[config.mk]
export PLATFORM = sky130hd
export DESIGN_NAME = enemy_wave_ctrl_flat
export DESIGN_NICKNAME = d
export VERILOG_FILES = /design/src/rtl/tank_game_pkg.sv /design/src/rtl/enemy_wave_ctrl_if.sv /design/src/rtl/enemy_wave_ctrl.sv /design/src/flat_wrapper.sv
export SDC_FILE = /design/constraint.sdc
export NUM_CORES = 1
export LEC_CHECK = 0
export ABC_AREA = 1
export CAP_MARGIN = 20
export CORE_MARGIN = 2
export CORE_UTILIZATION = 30
export CTS_BUF_LIST = sky130_fd_sc_hd__clkbuf_4
export DETAILED_ROUTE_END_ITERATION = 10
export PLACE_DENSITY_LB_ADDON = 0.25
export SYNTH_ARGS = -nofsm -noshare
export SYNTH_HDL_FRONTEND = slang
export SYNTH_SLANG_ARGS = --single-unit
[constraint.sdc]
create_clock -name clk_i -period 2.01 [get_ports clk_i]
set_clock_uncertainty 0.05 [all_clocks]
set_input_delay 0.603 -clock clk_i [delete_from_list [all_inputs] [get_ports clk_i]]
set_output_delay 0.603 -clock clk_i [all_outputs]
set_load 0.1 [all_outputs]
[src/rtl/tank_game_pkg.sv]
// Shared types and helpers for the tank game blocks: wave FSM states,
// counter widths and the per-level enemy total.
package tank_game_pkg;

  typedef enum logic [1:0] {
    HOLD = 2'd0,
    WAIT = 2'd1,
    REQ  = 2'd2
  } wave_state_t;

  localparam int MAX_LEVEL   = 10;
  localparam int ENEMY_CNT_W = 6;

  // base + 2*level in 7 bits, saturated to the 6-bit counter range.
  // Levels beyond MAX_LEVEL are treated as MAX_LEVEL.
  function automatic logic [ENEMY_CNT_W-1:0] level_total(input int unsigned base,
                                                         input logic [3:0] level);
    logic [3:0] lvl;
    logic [6:0] sum;
    lvl = (level > 4'(MAX_LEVEL)) ? 4'(MAX_LEVEL) : level;
    sum = 7'(base) + {2'b00, lvl, 1'b0};
    return (sum > 7'd63) ? 6'd63 : sum[5:0];
  endfunction

endpackage

[src/rtl/enemy_wave_ctrl_if.sv]
// Signal bundle between the wave controller, the game FSM and the tank spawner.
// spawn_req_o is held high until a cycle with spawn_ack_i=1; that cycle completes the transfer.
interface enemy_wave_ctrl_if;
  import tank_game_pkg::*;

  logic                   reset_game_i;
  logic                   is_playing_i;
  logic [3:0]             level_i;
  logic                   enemy_killed_i;
  logic                   spawn_ack_i;
  logic                   spawn_req_o;
  logic [1:0]             spawn_slot_o;
  logic                   spawn_special_o;
  logic [3:0]             active_count_o;
  logic [ENEMY_CNT_W-1:0] enemy_left_o;

  modport master (
    input  reset_game_i, is_playing_i, level_i, enemy_killed_i, spawn_ack_i,
    output spawn_req_o, spawn_slot_o, spawn_special_o, active_count_o, enemy_left_o
  );

  modport slave (
    output reset_game_i, is_playing_i, level_i, enemy_killed_i, spawn_ack_i,
    input  spawn_req_o, spawn_slot_o, spawn_special_o, active_count_o, enemy_left_o
  );
endinterface

[src/rtl/enemy_wave_ctrl.sv]
// Per-level enemy bookkeeping: paces spawn requests, rotates spawn points,
// tags special enemies and tracks pending/active counts for level completion.
module enemy_wave_ctrl
  import tank_game_pkg::*;
#(
  parameter int BASE_ENEMIES   = 4,
  parameter int MAX_ACTIVE     = 4,
  parameter int SPAWN_INTERVAL = 25000000,
  parameter int NUM_SLOTS      = 3,
  parameter int SPECIAL_EVERY  = 4
) (
  input  logic                 clk_i,
  input  logic                 reset_i,
  enemy_wave_ctrl_if.master    bus,
  output wave_state_t          state_o
);

  localparam int TIMER_W = $clog2(SPAWN_INTERVAL);
  localparam int IDX_W   = (SPECIAL_EVERY > 1) ? $clog2(SPECIAL_EVERY) : 1;

  localparam logic [TIMER_W-1:0] TIMER_LAST = TIMER_W'(SPAWN_INTERVAL - 1);
  localparam logic [IDX_W-1:0]   IDX_LAST   = IDX_W'(SPECIAL_EVERY - 1);
  localparam logic [1:0]         SLOT_LAST  = 2'(NUM_SLOTS - 1);
  localparam logic [3:0]         ACTIVE_MAX = 4'(MAX_ACTIVE);

  wave_state_t            state_q, state_d;
  logic [TIMER_W-1:0]     timer_q, timer_d;
  logic [ENEMY_CNT_W-1:0] pending_q, pending_d;
  logic [ENEMY_CNT_W-1:0] left_q, left_d;
  logic [3:0]             active_q, active_d;
  logic [1:0]             slot_q, slot_d;
  logic [IDX_W-1:0]       idx_q, idx_d;
  logic                   req_q, req_d;
  logic                   special_q, special_d;

  logic                   ack_ok;
  logic                   kill_ok;
  logic [ENEMY_CNT_W-1:0] reload_total;

  assign reload_total = level_total(BASE_ENEMIES, bus.level_i);
  assign ack_ok  = (state_q == REQ) && bus.spawn_ack_i;
  assign kill_ok = bus.enemy_killed_i && (active_q != 4'd0);

  always_comb begin
    state_d   = state_q;
    timer_d   = timer_q;
    pending_d = pending_q;
    left_d    = left_q;
    active_d  = active_q;
    slot_d    = slot_q;
    idx_d     = idx_q;
    req_d     = req_q;

    if (bus.reset_game_i) begin
      state_d   = HOLD;
      timer_d   = '0;
      pending_d = reload_total;
      left_d    = reload_total;
      active_d  = '0;
      slot_d    = '0;
      idx_d     = '0;
      req_d     = 1'b0;
    end else begin
      // A spawn moves one enemy from pending to active, so only kills touch left.
      pending_d = pending_q - {{(ENEMY_CNT_W-1){1'b0}}, ack_ok};
      active_d  = active_q + {3'b000, ack_ok} - {3'b000, kill_ok};
      left_d    = left_q - {{(ENEMY_CNT_W-1){1'b0}}, kill_ok};

      case (state_q)
        HOLD: begin
          if (bus.is_playing_i) state_d = WAIT;
        end
        WAIT: begin
          // Timer parks at terminal count until pending and field room allow a spawn.
          if (bus.is_playing_i) begin
            if (timer_q != TIMER_LAST) begin
              timer_d = timer_q + 1'b1;
            end else if ((pending_q != '0) && (active_q < ACTIVE_MAX)) begin
              state_d = REQ;
              timer_d = '0;
              req_d   = 1'b1;
            end
          end
        end
        REQ: begin
          if (ack_ok) begin
            state_d = WAIT;
            req_d   = 1'b0;
            slot_d  = (slot_q == SLOT_LAST) ? 2'd0 : slot_q + 2'd1;
            idx_d   = (idx_q == IDX_LAST) ? '0 : idx_q + 1'b1;
          end
        end
        default: begin
          state_d = HOLD;
          req_d   = 1'b0;
        end
      endcase
    end

    special_d = (idx_d == IDX_LAST);
  end

  always_ff @(posedge clk_i) begin
    if (reset_i) begin
      state_q   <= HOLD;
      timer_q   <= '0;
      pending_q <= level_total(BASE_ENEMIES, 4'd1);
      left_q    <= level_total(BASE_ENEMIES, 4'd1);
      active_q  <= '0;
      slot_q    <= '0;
      idx_q     <= '0;
      req_q     <= 1'b0;
      special_q <= 1'b0;
    end else begin
      state_q   <= state_d;
      timer_q   <= timer_d;
      pending_q <= pending_d;
      left_q    <= left_d;
      active_q  <= active_d;
      slot_q    <= slot_d;
      idx_q     <= idx_d;
      req_q     <= req_d;
      special_q <= special_d;
    end
  end

  assign bus.spawn_req_o     = req_q;
  assign bus.spawn_slot_o    = slot_q;
  assign bus.spawn_special_o = special_q;
  assign bus.active_count_o  = active_q;
  assign bus.enemy_left_o    = left_q;
  assign state_o             = state_q;

endmodule
[src/flat_wrapper.sv]
// flat-port wrapper written by rule: the top's interface ports become plain ports
module enemy_wave_ctrl_flat import tank_game_pkg::*;
#(
  parameter int BASE_ENEMIES   = 4,
  parameter int MAX_ACTIVE     = 4,
  parameter int SPAWN_INTERVAL = 25000000,
  parameter int NUM_SLOTS      = 3,
  parameter int SPECIAL_EVERY  = 4
)
  (clk_i, reset_i, state_o, bus_reset_game_i, bus_is_playing_i, bus_level_i, bus_enemy_killed_i, bus_spawn_ack_i, bus_spawn_req_o, bus_spawn_slot_o, bus_spawn_special_o, bus_active_count_o, bus_enemy_left_o);
  enemy_wave_ctrl_if bus_i ();
  input  logic clk_i;
  input  logic reset_i;
  output wave_state_t state_o;
  input wire logic [$bits(bus_i.reset_game_i)-1:0] bus_reset_game_i;
  input wire logic [$bits(bus_i.is_playing_i)-1:0] bus_is_playing_i;
  input wire logic [$bits(bus_i.level_i)-1:0] bus_level_i;
  input wire logic [$bits(bus_i.enemy_killed_i)-1:0] bus_enemy_killed_i;
  input wire logic [$bits(bus_i.spawn_ack_i)-1:0] bus_spawn_ack_i;
  output wire logic [$bits(bus_i.spawn_req_o)-1:0] bus_spawn_req_o;
  output wire logic [$bits(bus_i.spawn_slot_o)-1:0] bus_spawn_slot_o;
  output wire logic [$bits(bus_i.spawn_special_o)-1:0] bus_spawn_special_o;
  output wire logic [$bits(bus_i.active_count_o)-1:0] bus_active_count_o;
  output wire logic [$bits(bus_i.enemy_left_o)-1:0] bus_enemy_left_o;
  assign bus_i.reset_game_i = bus_reset_game_i;
  assign bus_i.is_playing_i = bus_is_playing_i;
  assign bus_i.level_i = bus_level_i;
  assign bus_i.enemy_killed_i = bus_enemy_killed_i;
  assign bus_i.spawn_ack_i = bus_spawn_ack_i;
  assign bus_spawn_req_o = bus_i.spawn_req_o;
  assign bus_spawn_slot_o = bus_i.spawn_slot_o;
  assign bus_spawn_special_o = bus_i.spawn_special_o;
  assign bus_active_count_o = bus_i.active_count_o;
  assign bus_enemy_left_o = bus_i.enemy_left_o;
  enemy_wave_ctrl #(.BASE_ENEMIES(BASE_ENEMIES), .MAX_ACTIVE(MAX_ACTIVE), .SPAWN_INTERVAL(SPAWN_INTERVAL), .NUM_SLOTS(NUM_SLOTS), .SPECIAL_EVERY(SPECIAL_EVERY)) u_core (.clk_i(clk_i), .reset_i(reset_i), .bus(bus_i), .state_o(state_o));
endmodule
==> results by group <==
STA
  • FMAX: 0.517 GHz
  • Final Hold Viols: 0
  • Worst slew margin: around 72%
  • Final Worst Setup Slack: 74.8 ps
  • Min cycle time layout: 1940 ps
  • Actual slew at the worst max-slew pin: 422 ps
  • Final cycle utilization of the critical path: 96.3%
  • Final setup vio count: 0
  • Fin. max-slew vios: 0

Finish
  • Synth-to-layout area growth: 29.5%
  • Core Util, Final: 40.0%
  • NumNets Final: 580
  • Layout filler cell count: 1107
  • Diode count: 0
  • Share of cells above drive strength 1: between 15 and 20%

Die
  • Core ar.: 0.0103 mm²
  • IO Pins: 26
  • Height of the chip: about 110 µm
  • Std-Cell Rows: 37
  • Die X: between 100 and 150 µm
  • Starting Density: 30.9%
  • Die area: roughly 0.011 mm²

Yosys
  • Largest area contributor in the netlist: dfxtp_1
  • Distinct cells, synth: 31
  • Async S/R FF share, synth: 0%
  • Post-synth top area share: 30.9%
  • Synth Net Count: 527
  • Syn Area/Cell: between 6 and 7 µm²
  • Synthesis-stage register bit count: 49
  • Mapped Area: 0.00317 mm²
  • Top post-synthesis cells by area: dfxtp_1 31%, nand2_1 16%, nor2_1 9.6%
  • Number of synthesis warnings: 0
  • Top FF cell, synth: dfxtp_1
  • EDFF count, synth: 0
  • Top post-synthesis cells by count: 134 x nand2_1, 81 x nor2_1, 73 x inv_1
  • Register area share after synthesis: 30.9%
  • Top-count cell post-synth: nand2_1
  • Mapped Cells: 504

Power and ir drop
  • Peak supply drop: 0.000660 V
  • Power Density: 632 mW/mm²
  • Int Pwr: 1.74 mW
  • LEAKAGE: 1.68 nW
  • Sequential Power Share: about two fifths
  • Gate power share: 29.7%
  • Net Sw Frac: 33.1%
  • P_sw: approximately 0.86 mW
  • Clock power share: 29.3%

Detailed routing
  • Wire per inst: 11.3 µm
  • DRC: 0
  • Via density: 4.48
  • Via Count: about 3100
  • DR pass1 iterations: 4
  • DR iter-0 viols: 136
  • Antenna Nets Post-Route: 0
  • Final WL: a little under 8000 µm

Setup path
  • R2R Setup Slk: around 80 ps
  • Critical Path End Type: flip-flop
  • Critical Path Slowest Stage Cell: fa_2
  • R2R depth: 9
  • CP Class: primary input to flip-flop
  • CP startpoint kind: primary input
  • Critical path cell sequence: clkdlybuf4s50_1, inv_1, nor3_2, buf_4, ha_2, inv_2, fa_2, nor2_1
  • CP Max Fanout: 5
  • Worst EP arrival: 2180 ps
  • WP data required: ~2300 ps
  • CP max stage delay: about 510 ps

Global routing
  • Antenna violations before repair: 0
  • First-pass GRT wire length: approximately 13000 µm
  • Grt total ovfl: 0
  • Gr usage total: 14.5%
  • Largest net degree at the start of global routing: 17
  • Vias in the first global route: just under 3000

Clock tree
  • CTS H-Tree Depth: 2
  • CTS tree: done
  • Setup bufs post-CTS: 0
  • Clock Path Buffers: 2
  • Total CTS buffers: 5
  • Root buf cell: clkbuf_4
  • Skew-Pair Late Insertion Delay: approximately 400 ps
  • Clock sinks: 49
  • Cts hold-fix bufs: 0
  • Worst-path clk slew: 160 ps

Placed design
  • RePlAce Congestion: approximately 0.9
  • Post-detail-place hpwl: 6130 µm
  • Port bufs: 25
  • Pre-CTS WS: -477 ps

Status
  • Status: finished clean

Run
  • Max Cap Viol: 0

Worst hold path
  • Hold crit path type: flip-flop to flip-flop
  • Hold Path Depth: 2
-- metal layers --
| metal | share of wire, % | track usage, % | up-vias |
|---|---|---|---|
| met5 | 0 | 0 | - |
| met4 | 0.93 | 3.53 | 0 |
| met3 | 4.7 | 2.55 | 6 |
| met2 | 46 | 24.0 | 57 |
| met1 | 49 | 19.6 | 1360 |
| li1 | - | - | 1689 |
-- flip-flops by register name, indices dropped and copies added (netlist names) --
name,count
u_core.bus.spawn_req_o,1
u_core.state_o,2
u_core.bus.enemy_left_o,6
u_core.bus.spawn_special_o,1
u_core.bus.spawn_slot_o,2
u_core.timer_q,25
u_core.bus.active_count_o,4
u_core.pending_q,6
u_core.idx_q,2
-- what timing repair did --
item | 4_1_cts | 5_1_grt
pin swaps | 2 | 0
gates resized for setup | 4 | 5
setup endpoints to repair | 1 | 16
-- layout make-up --
cell class / instances / area (µm²) / area share [%]
clock buffer: 5 / 37.5 / 0.913
clock inverter: 3 / 68.8 / 1.67
inverter: 75 / 284 / 6.91
multi-input combinational: 370 / 1890 / 46.0
sequential: 49 / 1000 / 24.4
tap: 136 / 170 / 4.14
timing repair buffer: 56 / 654 / 15.9
-- power groups by stage --
stage	clock network (mW)	registers (mW)	logic [mW]
2_1_floorplan	0	1.27	0.279
3_3_place_gp	0	1.09	0.753
3_5_place_dp	0	1.08	0.762
4_1_cts	0.789	1.06	0.765
5_1_grt	0.819	1.07	0.842
6_report	0.761	1.06	0.771
-- through the flow --
stage	area, µm²	TNS (ps)	power (mW)	hold slack (ps)	cells
2_1_floorplan	3230	-83.1	1.55	419	504
3_3_place_gp	3990	-3170	1.84	430	686
3_5_place_dp	3990	-3540	1.85	433	686
4_1_cts	4100	0	2.62	463	694
5_1_grt	4110	-11.1	2.73	463	694
6_report	4110	0	2.60	451	694
-- critical path: cells and delay by family --
| family | cells | cell delay [ps] |
|---|---|---|
| buf+inv | 4 | 760 |
| fa+ha+maj | 2 | 680 |
| simple gates | 2 | 150 |
-- logic make-up after synthesis --
group | Yosys count | share of synthesized area (%)
fa+ha+maj | 13 | 5.36
xor+xnor | 12 | 3.31
buf+inv | 85 | 10.9
compound gates | 52 | 8.71
flops | 49 | 30.9
simple gates | 293 | 40.8
-- path summary, 6_finish.rpt --
| check | start | endpoint |
|---|---|---|
| worst max-delay path | bus_spawn_ack_i | u_core.bus.active_count_o[1] |
| worst min register to register | u_core.timer_q[1] | u_core.timer_q[1] |
| worst min-delay path | u_core.timer_q[1] | u_core.timer_q[1] |
| worst max register to register | u_core.bus.active_count_o[2] | u_core.bus.active_count_o[1] |
-- layout by cell type, fill, tap and decap left out, drive strengths merged --
master,Yosys,routed
nand2,141,141
nor2,90,90
inv,75,76
dfxtp,49,49
buf,7,47
nand3,39,39
a21oi,31,31
o21ai,15,15
nand4,13,13
ha,12,12
clkdlybuf4s50,0,8
xor2,7,7
xnor2,5,5
clkbuf,3,5
nor3,4,4
or2,2,2
nand3b,2,2
and2,2,2
o211ai,2,2
bufinv,0,2
a211oi,2,2
a31oi,1,1
o211a,1,1
fa,1,1
dlygate4sd2,0,1
No activity file was read; power rests on OpenSTA's default activity.
